## src/rtl/mux2_1_sync.sv

```systemverilog
// Registered 2:1 multiplexer with configurable data width and pipeline latency.
// The output register is the final pipeline stage; m and sel_q hold across bubbles.
module mux2_1_sync #(
    parameter int unsigned WIDTH   = 1,
    parameter int unsigned LATENCY = 1
) (
    input  logic             clk,
    input  logic             rst_n,
    input  logic [WIDTH-1:0] x,
    input  logic [WIDTH-1:0] y,
    input  logic             s,
    input  logic             in_valid,
    output logic [WIDTH-1:0] m,
    output logic             out_valid,
    output logic             sel_q
);

    logic [WIDTH-1:0] pick_c;
    logic             sel_c;

    logic [WIDTH-1:0] last_data_c;
    logic             last_sel_c;
    logic             last_vld_c;

    // Selected word, zeroed when unqualified so idle X/Z operands never enter the pipe
    always_comb begin
        pick_c = '0;
        sel_c  = 1'b0;
        if (in_valid) begin
            pick_c = s ? x : y;
            sel_c  = s;
        end
    end

    generate
        if (LATENCY <= 1) begin : g_direct
            // Single-cycle latency: the output register samples the selection directly
            always_comb begin
                last_data_c = pick_c;
                last_sel_c  = sel_c;
                last_vld_c  = in_valid;
            end
        end else begin : g_pipe
            localparam int unsigned PIPE = LATENCY - 1;

            logic [WIDTH-1:0] data_q [PIPE];
            logic             sel_pq [PIPE];
            logic             vld_q  [PIPE];

            // Non-stalling delay line ahead of the output register
            always_ff @(posedge clk) begin
                if (!rst_n) begin
                    for (int unsigned k = 0; k < PIPE; k++) begin
                        data_q[k] <= '0;
                        sel_pq[k] <= 1'b0;
                        vld_q[k]  <= 1'b0;
                    end
                end else begin
                    data_q[0] <= pick_c;
                    sel_pq[0] <= sel_c;
                    vld_q[0]  <= in_valid;
                    for (int unsigned k = 1; k < PIPE; k++) begin
                        data_q[k] <= data_q[k-1];
                        sel_pq[k] <= sel_pq[k-1];
                        vld_q[k]  <= vld_q[k-1];
                    end
                end
            end

            // Tap the last delay stage for the output register
            always_comb begin
                last_data_c = data_q[PIPE-1];
                last_sel_c  = sel_pq[PIPE-1];
                last_vld_c  = vld_q[PIPE-1];
            end
        end
    endgenerate

    // Output register: valid mirrors the final stage, data and select hold over bubbles
    always_ff @(posedge clk) begin
        if (!rst_n) begin
            m         <= '0;
            sel_q     <= 1'b0;
            out_valid <= 1'b0;
        end else begin
            out_valid <= last_vld_c;
            if (last_vld_c) begin
                m     <= last_data_c;
                sel_q <= last_sel_c;
            end
        end
    end

endmodule

```

## config.mk

```make
export PLATFORM = sky130hd
export DESIGN_NAME = mux2_1_sync
export DESIGN_NICKNAME = d
export VERILOG_FILES = /design/src/rtl/mux2_1_sync.sv
export SDC_FILE = /design/constraint.sdc
export NUM_CORES = 1
export LEC_CHECK = 0
export CORE_AREA = 2 2 39 41
export CTS_CLUSTER_DIAMETER = 150
export DETAILED_ROUTE_END_ITERATION = 8
export DIE_AREA = 0 0 41 43
export GPL_TIMING_DRIVEN = 0
export PLACE_DENSITY = 0.3
export SKIP_CTS_REPAIR_TIMING = 1
export SLEW_MARGIN = 5
export SYNTH_ARGS = -nofsm -noshare
export SYNTH_HDL_FRONTEND = slang
export SYNTH_SLANG_ARGS = --single-unit
```

## constraint.sdc

```tcl
create_clock -name clk -period 0.8 [get_ports clk]
set_input_delay 0.12 -clock clk [delete_from_list [all_inputs] [get_ports clk]]
set_output_delay 0.12 -clock clk [all_outputs]
set_load 0.05 [all_outputs]
```

* Yosys cells after proc, flatten, opt, wreduce, memory -nomap -nowiden
Index checks and enable logic that the tools add are counted.
** Storage, ports and cells
- Bits in registers :: 3
- Bits of input ports :: 6
- Logic and storage cells :: 4
** Operators by class
- Mux-type cells :: 1
** Operators with widths (number)
- 1-bit two-way mux :: 1

* Logic depth before layout (Yosys ltp)
- Depth after elaboration :: 1
- Depth in mapped cells :: 2

* Worst setup path before layout
No wires, ideal clock.
- Kind :: register -> register
- Start point :: register m (netlist name)
- End point :: register m
- Arrival :: 868 ps
- Data required time :: 730 ps
- Path slack :: -138 ps
- Cell stages (with the launch flop) :: 3
- Buffers on the path :: 0
- Clock period less this slack :: 938 ps
- Cell sequence :: dfxtp_1 o21ai_0 a21oi_1
** RTL lines
- end signal, assigned :: RTL line 88 : m <= last_data_c;
- end, declared :: RTL line 13 : output logic [WIDTH-1:0] m,

* Final worst setup path
- Start point :: register m
- End point :: output m
No word-level cell between the ends.

==> flow_summary.json <==
{
  "critPathKind": "reg2out",
  "cpPeakStageDelay_ns": 0.34,
  "drive_gt1_share_pct": 50.0,
  "grt_usage_pct": 4.81,
  "nets": 29,
  "placed_cell_area_um2": 206,
  "timing.final.crit_share_pct": 104,
  "nFillCells": 150,
  "die_h_um": 43,
  "status": "complete, but fails checks",
  "htreeDepth": 1,
  "antenna_left": 0,
  "grt_overflow_total": 0,
  "routedWlPerCell_um": 7.76,
  "root_buffer": "clkbuf_4",
  "netlist_area_um2": 104,
  "vdd_drop_max_mv": 0.514,
  "crit_fanout": 2,
  "synth_top_family_by_area": "multiplexers",
  "ff2ff_path_depth": 3,
  "grt_setup_unrepaired": "true",
  "hold_violations": 0,
  "drc": 0,
  "ys_seq_area_share_pct": 57.8,
  "firstDrtPassIters": 2,
  "violations": "setup timing",
  "synthTopCellsByCount": "3 x dfxtp_1, 2 x mux2i_1",
  "cp_cell_sequence": "buf_8",
  "powerDensity_nw_per_um2": 2100,
  "stdcell_area_um2": 258,
  "crit_path_end": "m",
  "hold_start": "in_valid",
  "crit_required_ns": 0.68,
  "cp.depth": 1,
  "grt_pass1_vias": 106,
  "reg2reg_from": "sel_q",
  "worstSetupEndpointType": "output pin",
  "via_per_inst": 2.92,
  "drtIter0Drc": 1,
  "dp_cells": 33,
  "async_flop_share_pct": 0,
  "postSynthCellCount": 9,
  "clk_pin_slew_ns": 0.04,
  "fin_skew_ns": 0,
  "multi_input_area_um2": 43.8,
  "final_cells": 38,
  "yosysWarnings": 0,
  "r2r_setup_slack_ns": 0.07,
  "globalplace.congestion": 0.486,
  "synth_most_common_cell": "dfxtp_1",
  "core_um2": 1380,
  "clock_path_buffers": 2,
  "ys_seq_elements": 3,
  "hold_class": "in2reg",
  "p_leak_nw": 0.124,
  "areaGrowthSynthToFinish_pct": 148,
  "drt-total-wl_um": 295,
  "drv_cap": 0,
  "holdWs_ns": 0.170,
  "io_buffers": 8,
  "yosysTopAreaCellShare_pct": 57.8,
  "syn_avg_cell_area_um2": 11.5,
  "dieArea_um2": 1760,
  "synth.distinct_cells": 6,
  "clock_sinks": 3,
  "critPathTopFamily": "flip-flops",
  "synth_area_leaders": "dfxtp_1 58%, mux2i_1 19%, and2_2 7.2%, nor2b_1 6.0%, a21oi_1 4.8%",
  "synthMuxAreaShare_pct": 19.3,
  "tns_ns": -0.0682,
  "slew_violations": 0,
  "synth_compound_area_share_pct": 9.64,
  "setup_viol": 3,
  "clock_latency_ns": 0.23,
  "synth_simple_gate_area_share_pct": 13.3,
  "grt_max_degree": 5,
  "die_w_um": 41,
  "ys.flop_type": "dfxtp_1",
  "path_buf_inv": 1,
  "arrival_ns": 0.71,
  "tritoncts": "done",
  "start_util_pct": 7.50,
  "fin_ws_ns": -0.0325,
  "vias": 111,
  "rows": 14,
  "cpMaxStageDelayCell": "dfxtp_2",
  "synthXorXnorAreaFrac_pct": 0,
  "antenna_found_initial": 0,
  "max_freq_ghz": 1.20,
  "grt_pass1_wl_um": 455,
  "syn_nets": 15,
  "tightest_slew_ns": 0.167,
  "synth.largest_area_cell": "dfxtp_1",
  "reg2reg_to": "sel_q",
  "seq_area_um2": 63.8,
  "ios": 9,
  "antennaDiodeCount": 0,
  "maxSlewHeadroom_pct": 88.9,
  "final_util_pct": 18.6,
  "cp-start-kind": "register",
  "synthAdderAreaFrac_pct": 0,
  "numCtsBuffers": 3,
  "crit_start": "m",
  "period_needed_ns": 0.832,
  "synth_edf_count": 0
}
==> state kept, by name, indices dropped and copies added (netlist names) <==
name       cells
m              1
out_valid      1
sel_q          1
==> layout make-up <==
cell class / count / share of cell area [%]
Clock buffer: 4 / 10.2
Multi-Input combinational cell: 6 / 17.0
Sequential cell: 3 / 24.8
Tap cell: 16 / 7.77
Timing Repair Buffer: 9 / 40.3
==> power by group <==
group / internal (mW) / switching [mW] / leakage [nW] / total (mW)
Combinational: 0.0549 / 0.0495 / 0.0835 / 0.104
Sequential: 0.162 / 0.00684 / 0.0258 / 0.169
Clock: 0.187 / 0.0800 / 0.0150 / 0.267
==> kinds of logic (layout without fill, tap and decap cells) <==
logic type             after synthesis  in the layout
DFF                                  3              3
AOI/OAI and AO/OA                    2              2
muxes                                2              2
and+or+nand+nor                      2              2
buffers and inverters                0             13
==> placed cells by master (no fill, tap or decap) <==
cell type        instances
clkbuf_4                 3
nor2b_1                  1
a21oi_1                  1
clkdlybuf4s50_1          3
o21ai_0                  1
buf_8                    2
dlymetal6s2s_1           2
buf_4                    1
buf_6                    1
mux2i_1                  2
dfxtp_2                  3
and2_2                   1
clkbuf_1                 1
==> per-layer routing <==
metal | share of wire, % | global-route usage [%] | wire length (um) | vias up
met5 | 0 | 0 | 0 | -
met4 | 0 | 6.00 | 0 | 0
met3 | 17 | 4.71 | 49 | 0
met2 | 35 | 3.44 | 103 | 9
met1 | 48 | 6.09 | 142 | 46
li1 | - | - | - | 56
==> how the worst min path moves through the flow <==
stage | to | slack [ns] | depth (start not counted)
2_1_floorplan | m | 0.20 | 1
3_3_place_gp | sel_q | 0.49 | 2
3_5_place_dp | sel_q | 0.50 | 2
4_1_cts | m | 0.48 | 3
5_1_grt | m | 0.20 | 2
6_report | m | 0.17 | 2
==> worst reg2reg max path, cell delays in order (launching register included) <==
cell     delay [ns]
dfxtp_2        0.32
buf_4          0.13
mux2i_1        0.11
nor2b_1        0.06
==> metrics by stage <==
stage          worst slack, ns  total power [mW]
2_1_floorplan           0.0347             0.213
3_3_place_gp            -0.419             0.261
3_5_place_dp            -0.418             0.261
4_1_cts                 -0.679             0.546
5_1_grt                -0.0637             0.581
6_report               -0.0325             0.540
(Power assumes the default switching activity.)
